**src/rtl/sdram_port_arbiter.sv**
```systemverilog
// Multi-port front end for a single SDRAM controller command port.
// Arbitrates requesters, registers the winning command and routes in-order read data back by tag.
module sdram_port_arbiter #(
    parameter int NUM_PORTS  = 3,
    parameter int ADDR_WIDTH = 24,
    parameter int DATA_WIDTH = 16,
    parameter int MODE       = 0,
    parameter int PEND_DEPTH = 4
) (
    input  logic                              clk,
    input  logic                              reset,
    input  logic [NUM_PORTS-1:0]              req_valid,
    output logic [NUM_PORTS-1:0]              req_ready,
    input  logic [NUM_PORTS-1:0]              req_write,
    input  logic [NUM_PORTS*ADDR_WIDTH-1:0]   req_addr,
    input  logic [NUM_PORTS*DATA_WIDTH-1:0]   req_wdata,
    input  logic [NUM_PORTS*DATA_WIDTH/8-1:0] req_wmask,
    output logic [NUM_PORTS-1:0]              rsp_valid,
    output logic [DATA_WIDTH-1:0]             rsp_rdata,
    output logic                              mem_valid,
    input  logic                              mem_ready,
    output logic                              mem_write,
    output logic [ADDR_WIDTH-1:0]             mem_addr,
    output logic [DATA_WIDTH-1:0]             mem_wdata,
    output logic [DATA_WIDTH/8-1:0]           mem_wmask,
    input  logic                              mem_rvalid,
    input  logic [DATA_WIDTH-1:0]             mem_rdata,
    output logic                              overflow_err
);

    localparam int MASK_W = DATA_WIDTH / 8;
    localparam int TAG_W  = $clog2(NUM_PORTS);
    localparam int PTR_W  = (PEND_DEPTH > 1) ? $clog2(PEND_DEPTH) : 1;
    localparam int CNT_W  = $clog2(PEND_DEPTH + 1);

    typedef enum logic {IDLE, ISSUE} state_t;

    state_t                  state_reg;
    logic [TAG_W-1:0]        last_grant_reg;
    logic                    mem_valid_reg;
    logic                    mem_write_reg;
    logic [ADDR_WIDTH-1:0]   mem_addr_reg;
    logic [DATA_WIDTH-1:0]   mem_wdata_reg;
    logic [MASK_W-1:0]       mem_wmask_reg;
    logic [NUM_PORTS-1:0]    rsp_valid_reg;
    logic [DATA_WIDTH-1:0]   rsp_rdata_reg;
    logic                    overflow_reg;

    logic [TAG_W-1:0]        tag_mem [PEND_DEPTH];
    logic [PTR_W-1:0]        wr_ptr_reg;
    logic [PTR_W-1:0]        rd_ptr_reg;
    logic [CNT_W-1:0]        count_reg;

    logic [ADDR_WIDTH-1:0]   addr_arr  [NUM_PORTS];
    logic [DATA_WIDTH-1:0]   wdata_arr [NUM_PORTS];
    logic [MASK_W-1:0]       wmask_arr [NUM_PORTS];
    logic [NUM_PORTS-1:0]    eligible;

    logic                    fifo_full;
    logic                    fifo_empty;
    logic                    grant_found;
    logic [TAG_W-1:0]        grant_idx;
    logic [TAG_W-1:0]        cand;
    int                      idx;
    logic                    do_grant;
    logic                    grant_read;
    logic                    do_pop;
    logic [TAG_W-1:0]        head_tag;

    assign fifo_full  = (count_reg == CNT_W'(PEND_DEPTH));
    assign fifo_empty = (count_reg == '0);
    assign head_tag   = tag_mem[rd_ptr_reg];

    // Reads need a free tag slot; writes never wait on the tag FIFO.
    generate
        for (genvar gi = 0; gi < NUM_PORTS; gi++) begin : g_port
            assign addr_arr[gi]  = req_addr[gi*ADDR_WIDTH +: ADDR_WIDTH];
            assign wdata_arr[gi] = req_wdata[gi*DATA_WIDTH +: DATA_WIDTH];
            assign wmask_arr[gi] = req_wmask[gi*MASK_W +: MASK_W];
            assign eligible[gi]  = req_valid[gi] && (req_write[gi] || !fifo_full);
            assign req_ready[gi] = do_grant && (grant_idx == TAG_W'(gi));
        end
    endgenerate

    // Both searches run in reverse so the last hit is the first port in priority order.
    always_comb begin
        grant_found = 1'b0;
        grant_idx   = '0;
        cand        = '0;
        idx         = 0;
        if (MODE == 1) begin
            for (int i = NUM_PORTS - 1; i >= 0; i--) begin
                if (eligible[i]) begin
                    grant_found = 1'b1;
                    grant_idx   = TAG_W'(i);
                end
            end
        end else begin
            for (int k = NUM_PORTS; k >= 1; k--) begin
                idx = int'(last_grant_reg) + k;
                if (idx >= NUM_PORTS) begin
                    idx = idx - NUM_PORTS;
                end
                cand = TAG_W'(idx);
                if (eligible[cand]) begin
                    grant_found = 1'b1;
                    grant_idx   = cand;
                end
            end
        end
    end

    assign do_grant   = (state_reg == IDLE) && grant_found && !reset;
    assign grant_read = do_grant && !req_write[grant_idx];
    assign do_pop     = mem_rvalid && !fifo_empty;

    always_ff @(posedge clk) begin
        if (reset) begin
            state_reg      <= IDLE;
            last_grant_reg <= TAG_W'(NUM_PORTS - 1);
            mem_valid_reg  <= 1'b0;
            mem_write_reg  <= 1'b0;
            mem_addr_reg   <= '0;
            mem_wdata_reg  <= '0;
            mem_wmask_reg  <= '0;
            rsp_valid_reg  <= '0;
            rsp_rdata_reg  <= '0;
            overflow_reg   <= 1'b0;
            wr_ptr_reg     <= '0;
            rd_ptr_reg     <= '0;
            count_reg      <= '0;
        end else begin
            case (state_reg)
                IDLE: begin
                    if (do_grant) begin
                        state_reg      <= ISSUE;
                        last_grant_reg <= grant_idx;
                        mem_valid_reg  <= 1'b1;
                        mem_write_reg  <= req_write[grant_idx];
                        mem_addr_reg   <= addr_arr[grant_idx];
                        mem_wdata_reg  <= wdata_arr[grant_idx];
                        mem_wmask_reg  <= wmask_arr[grant_idx];
                    end
                end
                ISSUE: begin
                    if (mem_ready) begin
                        state_reg     <= IDLE;
                        mem_valid_reg <= 1'b0;
                    end
                end
                default: state_reg <= IDLE;
            endcase

            if (grant_read) begin
                wr_ptr_reg <= (wr_ptr_reg == PTR_W'(PEND_DEPTH - 1)) ? '0 : wr_ptr_reg + PTR_W'(1);
            end
            if (do_pop) begin
                rd_ptr_reg <= (rd_ptr_reg == PTR_W'(PEND_DEPTH - 1)) ? '0 : rd_ptr_reg + PTR_W'(1);
            end
            case ({grant_read, do_pop})
                2'b10:   count_reg <= count_reg + CNT_W'(1);
                2'b01:   count_reg <= count_reg - CNT_W'(1);
                default: count_reg <= count_reg;
            endcase

            if (do_pop) begin
                rsp_valid_reg <= NUM_PORTS'(1) << head_tag;
                rsp_rdata_reg <= mem_rdata;
            end else begin
                rsp_valid_reg <= '0;
            end

            if (mem_rvalid && fifo_empty) begin
                overflow_reg <= 1'b1;
            end
        end
    end

    // Tag storage needs no reset: occupancy and pointers define which entries are live.
    always_ff @(posedge clk) begin
        if (grant_read) begin
            tag_mem[wr_ptr_reg] <= grant_idx;
        end
    end

    assign mem_valid    = mem_valid_reg;
    assign mem_write    = mem_write_reg;
    assign mem_addr     = mem_addr_reg;
    assign mem_wdata    = mem_wdata_reg;
    assign mem_wmask    = mem_wmask_reg;
    assign rsp_valid    = rsp_valid_reg;
    assign rsp_rdata    = rsp_rdata_reg;
    assign overflow_err = overflow_reg;

endmodule
```
**config.mk**
```make
export PLATFORM = sky130hd
export DESIGN_NAME = sdram_port_arbiter
export DESIGN_NICKNAME = d
export VERILOG_FILES = /design/src/rtl/sdram_port_arbiter.sv
export SDC_FILE = /design/constraint.sdc
export NUM_CORES = 1
export LEC_CHECK = 0
export ABC_AREA = 1
export BUFFER_PORTS_ARGS = -buffer_cell sky130_fd_sc_hd__buf_4
export CELL_PAD_IN_SITES_DETAIL_PLACEMENT = 2
export CELL_PAD_IN_SITES_GLOBAL_PLACEMENT = 2
export CORE_AREA = 4 4 140 142
export CTS_CLUSTER_DIAMETER = 80
export DETAILED_ROUTE_END_ITERATION = 12
export DIE_AREA = 0 0 144 146
export GPL_ROUTABILITY_DRIVEN = 0
export GPL_TIMING_DRIVEN = 0
export MAX_ROUTING_LAYER = met4
export PLACE_DENSITY_LB_ADDON = 0.05
export SLEW_MARGIN = 10
export SYNTH_ARGS = -nofsm -noshare
export SYNTH_HDL_FRONTEND = slang
export SYNTH_SLANG_ARGS = --single-unit
```
**constraint.sdc**
```tcl
create_clock -name clk -period 4.3 [get_ports clk]
set_clock_uncertainty 0.1 [all_clocks]
set_input_delay 0.86 -clock clk [delete_from_list [all_inputs] [get_ports clk]]
set_output_delay 0.86 -clock clk [all_outputs]
set_load 0.03 [all_outputs]
```
==> metrics.md, run 1 <==
| Metric | Value |
|---|---|
| Hold Path Origin | overflow_err |
| #FFs+latches synth | 84 |
| Unique masters post-synth | 29 |
| Post-route non-filler standard cell count | 1,059 |
| CTS sink cnt | 84 |
| Number of routed nets with antenna violations | 0 |
| Core Area | 0.01846 mm^2 |
| Initial drt markers | 67 |
| Min cycle time layout | 3.959 ns |
| Setup CP Type | register to output port |
| Initial antenna violation count | 0 |
| Power per Cell Area | 843.6 mW/mm^2 |
| DR vias | 4,863 |
| I/O Pins | 219 |
| Avg WL per Cell | 17.29 um |
| Run status | complete, no violations |
| Worst Setup SP | last_grant_reg[0] |
| Largest register FFs | 24 |
| H-Tree Depth | 3 |
| Clk_lat worst skew | 0.35 ns |
| Most frequent cells in the layout | buf_4 (221), nand2_1 (174), dfxtp_1 (76) |
| Dpl cells | 1,043 |
| CP cell instances | inv_1, ha_1, buf_2, nand3_1, nand3_2, nand3_1, nand2_4, nand2_4, nor2_4, buf_6, buf_4 |
| Clk buf depth | 2 |
| Seq/Total Area, Yosys | 42.54% |
| LEAKAGE | 3.187 nW |
| Hold/Removal Path Class | register to register |
| Post-CTS Setup Inserts | 0 |
| Port bufs | 217 |
| Synth area leaders | dfxtp_1 (37%), nand2_1 (16%), nor2_1 (5.9%) |
| CP arrival | 3.00 ns |
| Pins over their slew limit | 0 |
| Startpoint types | register |
| Nets | 982 |
| Clock root cell | clkbuf_16 |
| Commonest non-fill, non-tap cell in the layout | buf_4 |
| Layout cells sized above 1 | 32.61% |
| Initial Util | 22.44% |
| Vias/cell | 4.592 |
| Fillers | 2,192 |
| Slowest cell delay on critical path | 0.43 ns |
| GRT Total Usage | 17.79% |
| Post-Syn Nets | 754 |
| Setup_tns | 0 ns |
| DRC | 0 |
| Peak supply drop | 254.9 uV |
| Startpoint of the worst register-to-register path | last_grant_reg[0] |
| Number of iterations in the first detailed-routing pass | 4 |
| Rel. slew slack | 59.74% |
| RSZ-0062 raised after global routing | false |
| CTS Hold Bufs | 0 |
| Max-Cap Viols | 0 |
| Drt total wl | 18.32 mm |
| F_max | 252.6 MHz |
| Setup crit end kind | output port |
| Worst-path maximum fanout | 10 |
| Hpwl dp | 14.56 mm |
| Total die area | 0.02102 mm^2 |
| Area Overhead vs Synth | 53.81% |
| Cts bufs inserted | 9 |
| CTS resizes | 0 |
| CP bufs+invs | 4 |
| Maximum number of pins on one net before global-route repair | 19 |
| Required @ worst endpoint | 3.34 ns |
| Post-Synthesis Cell Area | 0.004141 mm^2 |
| Vias in the first global route | 5,412 |
| Final setup fails | 0 |
| Syn_area_per_cell | 6.996 um^2 |
| Share of the synthesized area in the top cell type | 36.74% |
| Fin. Hold Viols | 0 |
| Antenna diode count | 0 |
| Remaining Overflow, GRT | 0 |
| Synth warn | 0 |
| Hold WS | 0.3752 ns |
| Vert. Die Dim | 146 um |
| Row count | 50 |
| Die W | 144 um |
| Fin crit share | 92.07% |
| Cell at the slowest stage of the critical path | dfxtp_1 |
| Clk pin slew, worst setup/hold paths | 0.07 ns |
| Tightest Pin Transition | 0.6039 ns |
| First-pass GRT wire length | 28.75 mm |
| CTS tree | built |
| Mapped Cells | 592 |
| Worst path top cell family by delay | simple AND/OR/NAND/NOR gates |
| Area leader, netlist | dfxtp_1 |
==> worst register-to-register path, stage by stage, from the launching register on <==
cell	delay, ns
dfxtp_1	0.43
inv_1	0.13
ha_1	0.32
buf_2	0.22
nand3_1	0.13
nand3_2	0.14
nand3_1	0.39
nand2_4	0.27
nand3_1	0.10
nand3_2	0.21
ha_1	0.18
inv_1	0.07
fa_1	0.38
a21oi_1	0.15
o21ai_0	0.11
o21ai_0	0.17
a21oi_1	0.06
==> layout make-up <==
cell class | count | area (um^2) | share of cell area, %
plain buffers | 31 | 155.1 | 2.436
repair buffers | 217 | 1629 | 25.57
clock inverters | 7 | 81.33 | 1.277
inverters | 52 | 196.4 | 3.084
flip-flops and latches | 84 | 1762 | 27.66
multi-input cells | 425 | 2028 | 31.84
well taps | 234 | 292.8 | 4.596
clock buffers | 9 | 225.2 | 3.536
==> path summary, 6_finish.rpt <==
check	slack, ns	end	cells past startpoint
worst max-delay path	0.34	req_ready[0]	11
worst min-delay path	0.38	overflow_err	2
worst max register to register	0.63	count_reg[2]	16
worst min register to register	0.38	overflow_err	2
==> per-stage QoR <==
step / worst slack, ns / utilization (%) / total power [mW] / area, um^2
2_1_floorplan: 1.106 / - / 3.396 / 4141
3_3_place_gp: 0.7138 / 32.85 / 4.546 / 6063
3_5_place_dp: 0.6153 / 32.85 / 4.668 / 6063
4_1_cts: 0.2817 / 34.52 / 5.501 / 6370
5_1_grt: 0.08440 / 34.52 / 5.872 / 6370
6_report: 0.3409 / 34.52 / 5.373 / 6370
==> layer usage <==
layer	vias up	routed length (um)	share of wire (%)	track usage, %
met5	-	0	0	-
met4	0	233	1.3	3.343
met3	13	1461	8.0	6.868
met2	147	9081	50	29.70
met1	2319	7540	41	20.37
li1	2384	-	-	-
==> kinds of logic (layout without fill, tap and decap cells) <==
group | count (synthesis) | after routing | synth area share, %
fa+ha+maj | 10 | 10 | 3.202
flops | 84 | 84 | 42.54
buf+inv | 83 | 316 | 8.489
compound gates | 116 | 116 | 15.41
simple gates | 299 | 299 | 30.36
==> report_power, final <==
part / switching, mW / total, mW / internal, mW
Sequential: 0.176 / 1.30 / 1.12
Clock: 0.390 / 0.803 / 0.413
Combinational: 2.21 / 3.27 / 1.06
==> Yosys cell counts (all sizes together) <==
library cell	count
o211a	1
clkinv	1
a32o	1
o21ai	48
buf	18
a21boi	1
ha	9
edfxtp	8
inv	51
o211ai	2
a32oi	1
nor2	67
dfxtp	76
nand4	1
clkbuf	13
nor4	1
a21oi	36
nand3	52
fa	1
nand2	178
a31oi	26
(Power assumes the default switching activity.)
==> inputs of run 2 (changes only) <==
PLACE_DENSITY_LB_ADDON = 0.3   (was 0.05)
==> run 2 against run 1 <==
  * Non-clock buffer count is the same
  * First-iteration DRC count grew 72%
  * Die area is the same
  * Clock-buffer cell count grew 1
  * Wire length grew 0.72%
  * Sequential share of layout area shrank 0.076 points
  * Power grew 1.2%
  * Register-to-register slack lost 0.08 ns
  * Worst hold slack lost 0.00082 ns
  * Setup slack gained 0.013 ns
  * Critical path type unchanged
  * Critical endpoint unchanged
  * Highest routed layer unchanged
==> metrics.md, run 2 (synthesized netlist as in run 1, its figures left out) <==
| Metric | Value |
|---|---|
| Number of routed nets with antenna violations | 0 (unchanged) |
| Nets | 982 (unchanged) |
| Max-Cap Viols | 0 (unchanged) |
| Area Overhead vs Synth | 54.23% |
| Total die area | 0.02102 mm^2 (unchanged) |
| Cell count of the worst hold path | 2 (unchanged) |
| CP arrival | 2.99 ns (about the same) |
| Initial antenna violation count | 0 (unchanged) |
| Largest register FFs | 24 (unchanged) |
| Commonest non-fill, non-tap cell in the layout | buf_4 |
| I/O Pins | 219 (unchanged) |
| Setup_tns | 0 ns (unchanged) |
| Post-route non-filler standard cell count | 1,059 (unchanged) |
| Vert. Die Dim | 146 um (unchanged) |
| Hpwl dp | 14.59 mm (+0.26%) |
| Vias/cell | 4.615 (+0.49%) |
| CTS sink cnt | 84 (unchanged) |
| Fin crit share | 91.78% (-0.29 points) |
| Remaining Overflow, GRT | 0 (unchanged) |
| Pwr Total | 5.440 mW (+1.2%) |
| Peak supply drop | 262.1 uV (+2.8%) |
| Tightest Pin Transition | 0.6543 ns (+0.05043 ns) |
| CTS tree | built |
| Startpoint of the worst register-to-register path | last_grant_reg[0] |
| Initial Util | 22.44% (unchanged) |
| Post-CTS Setup Inserts | 0 (unchanged) |
| Vias in the first global route | 5,565 (+2.8%) |
| GRT Total Usage | 18.04% (+0.25 points) |
| R2R cell count | 16 (unchanged) |
| Setup crit end kind | output port |
| Dpl cell area | 0.006063 mm^2 (unchanged) |
| Number of iterations in the first detailed-routing pass | 4 (unchanged) |
| F_max | 253.4 MHz (+0.32%) |
| CTS Hold Bufs | 0 (unchanged) |
| Layout cells sized above 1 | 32.36% (-0.24 points) |
| Clk pin slew, worst setup/hold paths | 0.07 ns (about the same) |
| Power per Cell Area | 851.7 mW/mm^2 (+0.97%) |
| Dpl cells | 1,043 (unchanged) |
| Die W | 144 um (unchanged) |
| Pre-CTS setup slack | 0.6076 ns (-0.007641 ns) |
| Worst-path maximum fanout | 10 (unchanged) |
| CTS resizes | 0 (unchanged) |
| Cts bufs inserted | 9 (unchanged) |
| Setup CP Type | register to output port |
| Min cycle time layout | 3.947 ns (-0.01253 ns) |
| Rel. slew slack | 56.38% (-3.4 points) |
| First-pass GRT wire length | 29.00 mm (+0.89%) |
| Clk buf depth | 2 (unchanged) |
| Final setup fails | 0 (unchanged) |
| Maximum number of pins on one net before global-route repair | 15 (-4) |
| Row count | 50 (unchanged) |
| Fillers | 2,181 (-0.50%) |
| LEAKAGE | 3.196 nW (+0.30%) |
| Port bufs | 217 (unchanged) |
| Core Area | 0.01846 mm^2 (unchanged) |
| Drt total wl | 18.45 mm (+0.72%) |
| Pins over their slew limit | 0 (unchanged) |
| Clock root cell | clkbuf_16 |
| Clk_lat worst skew | 0.34 ns (about the same) |
| Fin. Hold Viols | 0 (unchanged) |
| Antenna diode count | 0 (unchanged) |
| Hold WS | 0.3744 ns (-0.0008200 ns) |
| Hold Path Origin | overflow_err |
| Most frequent cells in the layout | buf_4 (221), nand2_1 (174), dfxtp_1 (76) |
| Initial drt markers | 115 (+72%) |
| DRC | 0 (unchanged) |
| DR vias | 4,887 (+0.49%) |
| Final core utilization | 34.61% (+0.095 points) |
| Required @ worst endpoint | 3.34 ns (about the same) |
| Flop2flop setup slack | 0.55 ns (-0.08 ns) |
| RSZ-0062 raised after global routing | false |
| Startpoint types | register |
| PnR worst setup slack | 0.3534 ns (+0.01253 ns) |
| Run status | complete, no violations |
| Hold Path End | overflow_err |
| Hold/Removal Path Class | register to register |
| Reg-to-Reg End | count_reg[2] |
| Avg WL per Cell | 17.42 um (+0.72%) |
| Design area | 0.006387 mm^2 (+0.28%) |
| H-Tree Depth | 3 (unchanged) |
-- run 2: worst max path at each step --
stage / endpoint / from / cells after the start / slack [ns]
after detailed placement: count_reg[2] / last_grant_reg[0] / 16 / 0.61
after floorplan: req_ready[2] / last_grant_reg[0] / 11 / 1.11
after global routing: req_ready[0] / last_grant_reg[0] / 11 / 0.09
final: req_ready[0] / last_grant_reg[0] / 11 / 0.35
after CTS: req_ready[0] / last_grant_reg[0] / 11 / 0.31
after global placement: count_reg[2] / req_write[2] / 16 / 0.69
-- run 2: critical path: stages (launching register included) --
cell	delay [ns]
dfxtp_1	0.44
inv_1	0.14
ha_1	0.32
buf_2	0.21
nand3_1	0.11
nand3_2	0.13
nand3_1	0.37
nand2_4	0.25
nand2_4	0.08
nor2_4	0.21
buf_6	0.19
buf_4	0.17
-- run 2: final cells by class --
cell class                 count  area (um^2)  area share [%]
multi-input combinational    425         2028           31.75
sequential                    84         1762           27.58
timing repair buffer         217         1629           25.50
tap                          234        292.8           4.584
clock buffer                  10        239.0           3.741
inverter                      52        196.4           3.075
buffer                        31        155.1           2.429
clock inverter                 6        85.08           1.332
-- run 2: report_power, final --
group          switching, mW  internal [mW]
Sequential             0.183           1.13
Combinational           2.20           1.06
Clock                  0.348          0.526
-- run 2: metal layers --
metal | share of wire, % | track usage (%) | up-vias
li1 | - | - | 2383
met1 | 42 | 20.93 | 2322
met2 | 49 | 30.00 | 164
met3 | 7.3 | 5.225 | 18
met4 | 1.8 | 5.461 | 0
met5 | 0 | - | -
